<file path="config.mk">
export PLATFORM = sky130hd
export DESIGN_NAME = udma_stream_tx_arbiter
export DESIGN_NICKNAME = d
export VERILOG_FILES = /design/src/rtl/udma_stream_tx_arbiter.sv
export SDC_FILE = /design/constraint.sdc
export NUM_CORES = 1
export LEC_CHECK = 0
export ABC_AREA = 1
export CAP_MARGIN = 5
export CORE_MARGIN = 2
export CORE_UTILIZATION = 38
export DETAILED_ROUTE_END_ITERATION = 7
export PLACE_DENSITY = 0.94
export SLEW_MARGIN = 30
export SYNTH_ARGS = -nofsm -noshare
export SYNTH_HDL_FRONTEND = slang
export SYNTH_SLANG_ARGS = --single-unit
</file>
<file path="constraint.sdc">
create_clock -name clk_i -period 4.3 [get_ports clk_i]
set_clock_uncertainty 0.1 [all_clocks]
set_input_delay 0.645 -clock clk_i [delete_from_list [all_inputs] [get_ports clk_i]]
set_output_delay 0.645 -clock clk_i [all_outputs]
set_load 0.02 [all_outputs]
</file>
<file path="src/rtl/udma_stream_tx_arbiter.sv">
// Round-robin arbiter sharing one L2 TX read channel between stream units.
// An in-order ID FIFO routes every returned word back to the unit that issued its read.
module udma_stream_tx_arbiter #(
  parameter int unsigned N_STREAMS       = 4,
  parameter int unsigned L2_AWIDTH_NOAL  = 16,
  parameter int unsigned DATA_WIDTH      = 32,
  parameter int unsigned MAX_OUTSTANDING = 4
) (
  input  logic                                clk_i,
  input  logic                                rstn_i,
  input  logic                                clr_i,
  input  logic [N_STREAMS-1:0]                req_i,
  input  logic [N_STREAMS*L2_AWIDTH_NOAL-1:0] addr_i,
  input  logic [N_STREAMS*2-1:0]              datasize_i,
  output logic [N_STREAMS-1:0]                gnt_o,
  output logic [N_STREAMS-1:0]                valid_o,
  output logic [DATA_WIDTH-1:0]               data_o,
  input  logic [N_STREAMS-1:0]                ready_i,
  output logic                                tx_req_o,
  output logic [L2_AWIDTH_NOAL-1:0]           tx_addr_o,
  output logic [1:0]                          tx_datasize_o,
  input  logic                                tx_gnt_i,
  input  logic                                tx_valid_i,
  input  logic [DATA_WIDTH-1:0]               tx_data_i,
  output logic                                tx_ready_o,
  output logic                                busy_o,
  output logic                                err_o
);

  localparam int unsigned IDW  = (N_STREAMS > 1) ? $clog2(N_STREAMS) : 1;
  localparam int unsigned PTRW = (MAX_OUTSTANDING > 1) ? $clog2(MAX_OUTSTANDING) : 1;
  localparam int unsigned CNTW = $clog2(MAX_OUTSTANDING + 1);

  typedef enum logic {StArb, StLock} state_e;

  state_e           state_q;
  logic [IDW-1:0]   prio_q;
  logic [IDW-1:0]   lock_q;
  logic             err_q;

  logic [IDW-1:0]   fifo_mem_q [MAX_OUTSTANDING];
  logic [PTRW-1:0]  wr_ptr_q;
  logic [PTRW-1:0]  rd_ptr_q;
  logic [CNTW-1:0]  count_q;

  logic             fifo_full;
  logic             fifo_empty;
  logic [IDW-1:0]   head;

  logic             arb_found;
  logic [IDW-1:0]   arb_idx;
  logic [IDW-1:0]   cand;
  logic [IDW-1:0]   winner;
  logic             winner_req;
  logic             tx_req;
  logic             push;
  logic             pop;
  logic [IDW-1:0]   prio_nxt;

  assign fifo_full  = (count_q == CNTW'(MAX_OUTSTANDING));
  assign fifo_empty = (count_q == '0);
  assign head       = fifo_mem_q[rd_ptr_q];

  // First requester at or after the current priority index, wrapping around.
  always_comb begin
    arb_found = 1'b0;
    arb_idx   = '0;
    cand      = '0;
    for (int unsigned i = 0; i < N_STREAMS; i++) begin
      cand = IDW'((32'(prio_q) + i) % N_STREAMS);
      if (!arb_found && req_i[cand]) begin
        arb_found = 1'b1;
        arb_idx   = cand;
      end
    end
  end

  always_comb begin
    winner     = (state_q == StLock) ? lock_q : arb_idx;
    winner_req = (state_q == StLock) ? req_i[lock_q] : arb_found;
    tx_req     = winner_req & ~fifo_full & ~clr_i;
    push       = tx_req & tx_gnt_i;
    prio_nxt   = (winner == IDW'(N_STREAMS - 1)) ? '0 : winner + 1'b1;
  end

  always_comb begin
    gnt_o         = '0;
    tx_addr_o     = '0;
    tx_datasize_o = '0;
    if (push) gnt_o[winner] = 1'b1;
    for (int unsigned k = 0; k < N_STREAMS; k++) begin
      if (tx_req && (winner == IDW'(k))) begin
        tx_addr_o     = addr_i[k*L2_AWIDTH_NOAL +: L2_AWIDTH_NOAL];
        tx_datasize_o = datasize_i[k*2 +: 2];
      end
    end
  end

  // Clear drains the channel: accept and drop whatever word is in flight.
  always_comb begin
    valid_o    = '0;
    tx_ready_o = 1'b0;
    data_o     = '0;
    if (clr_i) begin
      tx_ready_o = 1'b1;
    end else if (!fifo_empty) begin
      valid_o[head] = tx_valid_i;
      tx_ready_o    = ready_i[head];
      data_o        = tx_data_i;
    end
    pop = ~clr_i & ~fifo_empty & tx_valid_i & tx_ready_o;
  end

  assign tx_req_o = tx_req;
  assign busy_o   = ~fifo_empty | (state_q == StLock);
  assign err_o    = err_q;

  always_ff @(posedge clk_i or negedge rstn_i) begin
    if (!rstn_i) begin
      state_q <= StArb;
      prio_q  <= '0;
      lock_q  <= '0;
    end else if (clr_i) begin
      state_q <= StArb;
      prio_q  <= '0;
      lock_q  <= '0;
    end else begin
      unique case (state_q)
        StArb: begin
          if (tx_req) begin
            if (tx_gnt_i) begin
              prio_q <= prio_nxt;
            end else begin
              lock_q  <= winner;
              state_q <= StLock;
            end
          end
        end
        StLock: begin
          // A dropped request releases the lock even while the FIFO is full.
          if (!req_i[lock_q]) begin
            state_q <= StArb;
          end else if (tx_req && tx_gnt_i) begin
            prio_q  <= prio_nxt;
            state_q <= StArb;
          end
        end
        default: state_q <= StArb;
      endcase
    end
  end

  always_ff @(posedge clk_i or negedge rstn_i) begin
    if (!rstn_i) begin
      wr_ptr_q <= '0;
      rd_ptr_q <= '0;
      count_q  <= '0;
      err_q    <= 1'b0;
      for (int unsigned i = 0; i < MAX_OUTSTANDING; i++) fifo_mem_q[i] <= '0;
    end else if (clr_i) begin
      wr_ptr_q <= '0;
      rd_ptr_q <= '0;
      count_q  <= '0;
      err_q    <= 1'b0;
    end else begin
      if (push) begin
        fifo_mem_q[wr_ptr_q] <= winner;
        wr_ptr_q <= (wr_ptr_q == PTRW'(MAX_OUTSTANDING - 1)) ? '0 : wr_ptr_q + 1'b1;
      end
      if (pop) begin
        rd_ptr_q <= (rd_ptr_q == PTRW'(MAX_OUTSTANDING - 1)) ? '0 : rd_ptr_q + 1'b1;
      end
      count_q <= count_q + CNTW'(push) - CNTW'(pop);
      if (fifo_empty && tx_valid_i) err_q <= 1'b1;
    end
  end

endmodule

</file>
Yosys cells after proc, flatten, opt, wreduce, memory -nomap -nowiden --
Cells that the tools add are included.
Storage, ports and cells: latch bits 0, memory bits (read-only) 0, RAM bits 0, memories 0, output and inout port bits 62, register bits after elaboration 21, bits of input ports 117
Cells by class: divide/modulo/power cells 0, $lt $le $gt $ge 12, bitwise logic cells 14, equality and inequality tests 12, multipliers 0, reduce and logical (&&, ||, !) cells 24, shift operators 0, mux-type cells 73, $add $sub $neg 8
Operator list (count):
- 16-bit 2-to-1 mux | 4
- 32-bit 2-to-1 mux | 2
- 2-bit 2-to-1 mux | 28
- 1-bit 2-to-1 mux | 22
- 2-bit by 3-bit < comparator with 1-bit output (second input constant) | 7
- 1-bit binary-select mux with 2-bit select | 6
- 1-bit logical AND | 12
- 4-bit 2-to-1 mux | 3
- 2-bit by 1-bit adder with 2-bit output (second input constant) | 4
- 8-bit bitwise mux | 1
- 2-bit equality test (second input constant) | 4
- 2-bit nonzero test | 4
- 1-bit bitwise AND | 6
- 3-bit greater-or-equal comparator (second input constant) | 2
- 3-bit by 2-bit inequality test with 1-bit output (second input constant) | 2
- 3-bit inequality test (second input constant) | 2
- 2-bit inverter with 3-bit output | 2
- 2-bit adder (second input constant) | 2
- 4-bit bitwise AND | 1
- 2-bit binary-select mux with 2-bit select | 1
- 1-bit demux with 2-bit select | 2
- 2-bit demux with 2-bit select | 1
- 2-bit by 1-bit greater-or-equal comparator with 1-bit output (second input constant) | 2
- 2-bit inequality test (second input constant) | 2
- other kinds (16) | 21

Logic depth before layout (Yosys ltp) --
depth after elaboration 20, gate-level depth with buffers 22, mapped depth without buffers 19

Least setup slack after synthesis --
Ideal clock, no wire load.
path kind input to output, start point input req_i[0], end point output tx_addr_o[10], buffers on the path 2, setup slack 0.875 ns, stages on the path 20, data required time 3.555 ns, arrival 2.680 ns, path through inv_1 nand2_1 nand2_1 nand2_2 nand2_2 nand3_4 inv_1 nand2_1 o21ai_0 o21ai_0 nand2_1 inv_1 ha_1 clkbuf_1 clkbuf_1 nor2_1 nand4_1 nand3_1 nand2_1 nand2_1
RTL lines:
- start, declared | RTL line 12 | input logic [N_STREAMS-1:0] req_i,
- 1-bit binary-select mux with 2-bit select | RTL line 71 | if (!arb_found && req_i[cand]) begin
- 1-bit 2-to-1 mux (implied by the code) | RTL line 71
- 1-bit 2-to-1 mux | RTL line 71
- 1-bit logical NOT | RTL line 71
- 1-bit logical AND | RTL line 71
- 1-bit 2-to-1 mux | RTL line 71
- 1-bit logical NOT | RTL line 71
- 1-bit logical AND | RTL line 71
- [... 2 more ...]
- 1-bit logical AND | RTL line 71
- 2-bit 2-to-1 mux * | RTL line 71
- 2-bit 2-to-1 mux * | RTL line 79 | winner = (state_q == StLock) ? lock_q : arb_idx;
- net winner[1] | RTL line 53 | logic [IDW-1:0] winner;
- 2-bit logical NOT | RTL line 92 | if (tx_req && (winner == IDW'(k))) begin
- 1-bit logical AND | RTL line 92
- 16-bit 2-to-1 mux (3 in series) | RTL line 92
- 16-bit 2-to-1 mux * | RTL line 92
- end, declared | RTL line 20 | output logic [L2_AWIDTH_NOAL-1:0] tx_addr_o,
Mark *: on every way through the listed nets, which the timed path passes. The rest lies on a longest branch. The select of a mux whose other input is x is not followed.

Worst setup path in the final report --
start point input req_i[3], end point output gnt_o[2]
Between the ends: word-level cells in the longest chain between the ends 18
RTL lines:
- 1-bit binary-select mux with 2-bit select | RTL line 71
- 1-bit 2-to-1 mux (implied by the code) | RTL line 71
- 1-bit 2-to-1 mux | RTL line 71
- 1-bit logical NOT | RTL line 71
- 1-bit logical AND | RTL line 71
- 1-bit 2-to-1 mux | RTL line 71
- 1-bit logical NOT | RTL line 71
- 1-bit logical AND | RTL line 71
- [... 3 more ...]
- 2-bit 2-to-1 mux * | RTL line 71
- 2-bit 2-to-1 mux * | RTL line 79
- net winner[0] | RTL line 53
- 2-bit by 3-bit < comparator with 1-bit output (implied by the code) or 2-bit by 1-bit greater-or-equal comparator with 1-bit output (tied branches) | RTL line 90 | if (push) gnt_o[winner] = 1'b1;
- 1-bit logical AND (implied by the code) | RTL line 90
- 1-bit 2-to-1 mux (implied by the code) | RTL line 90
- 1-bit demux with 2-bit select * | RTL line 90
- 4-bit 2-to-1 mux * | RTL line 90
- end, declared | RTL line 15 | output logic [N_STREAMS-1:0] gnt_o,
Marks and branches as above.

==> out/qor.csv <==
metric;value;unit
Reg2Reg Setup Slack;1380;ps
syn_nets;629;
postcts setup bufs;0;
sw frac;0.540;
Startpoint Class;primary input;
Gate power share;0.844;
Worst Path Class, Setup;in2out;
Critical Path Max Stage Delay;610;ps
slowest cell on the critical path;clkdlybuf4s50_1;
RSZ-0062 raised after global routing;no;
Synth cell types;31;
post-cts resize count;0;
# nets final;792;
cts bufs inserted;3;
largest area contributor in the netlist;nand2_1;
clock sink total;21;
internal power;1.36;mW
hold_ws;226;ps
Critical Path AT;3310;ps
Max Clk Rate;247;MHz
clock slew at reported path FFs;70;ps
Filler cells;637;
Congestion Overflow GR;0;
power per cell area;619;nW/µm²
most frequent cells in the layout;171 x nand2_1, 157 x clkdlybuf4s50_1, 103 x nor2_1;
worst reg2reg path startpoint;rd_ptr_q[0]$_DFFE_PN0P_;
worst slew pin tran;850;ps
number of setup violations in the final report;0;
maxcap violations;0;
Critical Path RT;3560;ps
Synth Register Bits;21;
Crit Path Max Fanout;24;
Pleak;2.57;nW
DR iter-0 viols;174;
share of layout cells above drive strength 1;0.0572;
Clock Power Share;0.042;
CP most frequent cell;nand2_1;
final hold violations;0;
GRT Util Overall;0.250;
element type at the critical path end;primary output;
die area;8170;µm²
Max Slew Vio Count;0;
Area growth, synth to finish;68.8;%
Clock Tree Root;clkbuf_8;
Mapped Area;2840;µm²
DR vias/cell;4.99;
first-pass GRT wire length;17.4;mm
die span in y;90.4;µm
Initial Util;0.391;
largest net degree at the start of global routing;43;
Seq/Total Area, Yosys;0.185;
HPWL after DPL;8.22;mm
sum of negative setup slack;0;ps
Synthesis Warnings;0;
vias in the first global route;3771;
I/O Buffers;178;
minimum clock period;4050;ps
routed vias;3806;
maximum root-to-sink buffer count;2;
Cell Rows;31;
RR Endpoint;count_q[2]$_DFF_PN0_;
sequential share of power;0.114;
Syn Inst Count;502;
Residual DRC;0;
hold bufs inserted after CTS;0;
1st-pass router iterations;5;
CTS tree;built;
Yosys top cell area share;0.226;
largest cells by area after synthesis;nand2_1 23%, dfrtp_1 19%, nor2_1 14%;
Post-Route WL;10.5;mm
leading cell type in the layout, fill and taps excluded;nand2_1;
status;finished, final reports clean;
cell count of the worst reg-to-reg path;15;
Routed wire per std cell;13.7;µm
Antenna diodes;0;
type of the worst min-delay path;in2async;
core box area;7250;µm²
maximum VDD drop;0.388;mV
GPL Wtd Cong;0.864;
NetSw;1.60;mW
Die Width;90.4;µm
post-route ant nets;0;
Clock Latency Late Sink;260;ps
IO Pins;179;
Syn Area/Cell;5.65;µm²
initial antenna violation count;0;
crit-path cells;clkdlybuf4s50_1, nand2_1, nand2_1, nand2_2, nand2_2, inv_2, nand3_4, inv_1, nand2_1, nand2_1, nand3_1, nand2_1, inv_1, ha_1, nand3_4, buf_12, nor2_1, clkdlybuf4s50_1;
H-tree levels;1;
Final period util;0.942;
Rel. slew slack;0.433;
==> power groups by stage <==
stage	Clock (mW)	Combinational, mW	Sequential (mW)
CTS	0.128	2.54	0.335
finish	0.126	2.50	0.337
global route	0.140	2.75	0.346
detailed placement	0	2.52	0.336
global placement	0	2.47	0.335
floorplan	0	1.60	0.313
==> worst max path at each step <==
stage                   from             to  slack [ps]  cells past startpoint
global route        req_i[3]       gnt_o[2]          30                     18
finish              req_i[3]       gnt_o[2]         250                     18
detailed placement  req_i[3]  tx_addr_o[15]          40                     20
floorplan           req_i[0]  tx_addr_o[10]         870                     20
CTS                 req_i[3]  tx_addr_o[10]          20                     20
global placement    req_i[3]   tx_addr_o[5]         110                     20
==> layout make-up <==
class                      count  area (µm²)  share of cell area
clock buffer                   4        45.0             0.00941
tap                           99         124              0.0259
inverter                      50         193              0.0403
multi-input combinational    402        1940               0.406
timing repair buffer         187        1960               0.409
sequential                    21         526               0.110
==> logic make-up (layout without fill, tap and decap cells) <==
kind of cell,count (synthesis),count (layout),synth area share
AO/OA/AOI/OAI,18,18,0.0379
AND/OR/NAND/NOR,372,372,0.594
flip-flops,21,21,0.185
buffers and inverters,79,241,0.130
adder cells (fa/ha/maj),10,10,0.0468
XOR/XNOR,2,2,0.00618
==> per-layer routing <==
layer	vias up	GRT usage	routed length [µm]
li1	1900	-	-
met1	1710	0.284	4090
met2	164	0.472	5370
met3	32	0.0476	666
met4	0	0.0731	352
met5	-	0	0
==> state kept, by name, indices dropped and copies added, names as in the netlist <==
register and count:
count_q 3, err_o 1, fifo_mem_q 8, lock_q 2
prio_q 2, rd_ptr_q 2, state_q 1, wr_ptr_q 2
==> Yosys cell counts <==
library cell,number
nand2_1,171
nor2_1,103
inv_1,45
nand4_1,37
nand3_1,34
dfrtp_1,21
clkbuf_1,14
ha_1,9
nand2_2,9
o21ai_0,8
buf_6,7
nor3_1,6
o21ai_1,5
inv_2,4
a21oi_1,3
buf_1,3
buf_4,3
nor2_8,3
buf_2,2
nand3_2,2
nand3_4,2
or2_1,2
a31oi_4,1
fa_1,1
inv_6,1
nand2_8,1
nor2_4,1
nor3_2,1
o22ai_1,1
xnor2_1,1
xor2_1,1
==> critical path: cells and delay by family <==
| kind | cells | cell delay, ps |
|---|---|---|
| adders and majority gates | 1 | 210 |
| and+or+nand+nor | 11 | 910 |
| buffers and inverters | 6 | 1510 |
==> per-stage QoR <==
step | setup WS (ps) | utilization | power, mW | std cells | area [µm²]
floorplan | 875 | - | 1.92 | 502 | 2840
global placement | 112 | 0.648 | 2.80 | 759 | 4700
detailed placement | 35.6 | 0.648 | 2.86 | 759 | 4700
CTS | 24.8 | 0.654 | 3.00 | 763 | 4740
global route | 28.2 | 0.660 | 3.24 | 763 | 4790
finish | 250 | 0.660 | 2.96 | 763 | 4790
Note: power is estimated with default switching activity, not from simulation.
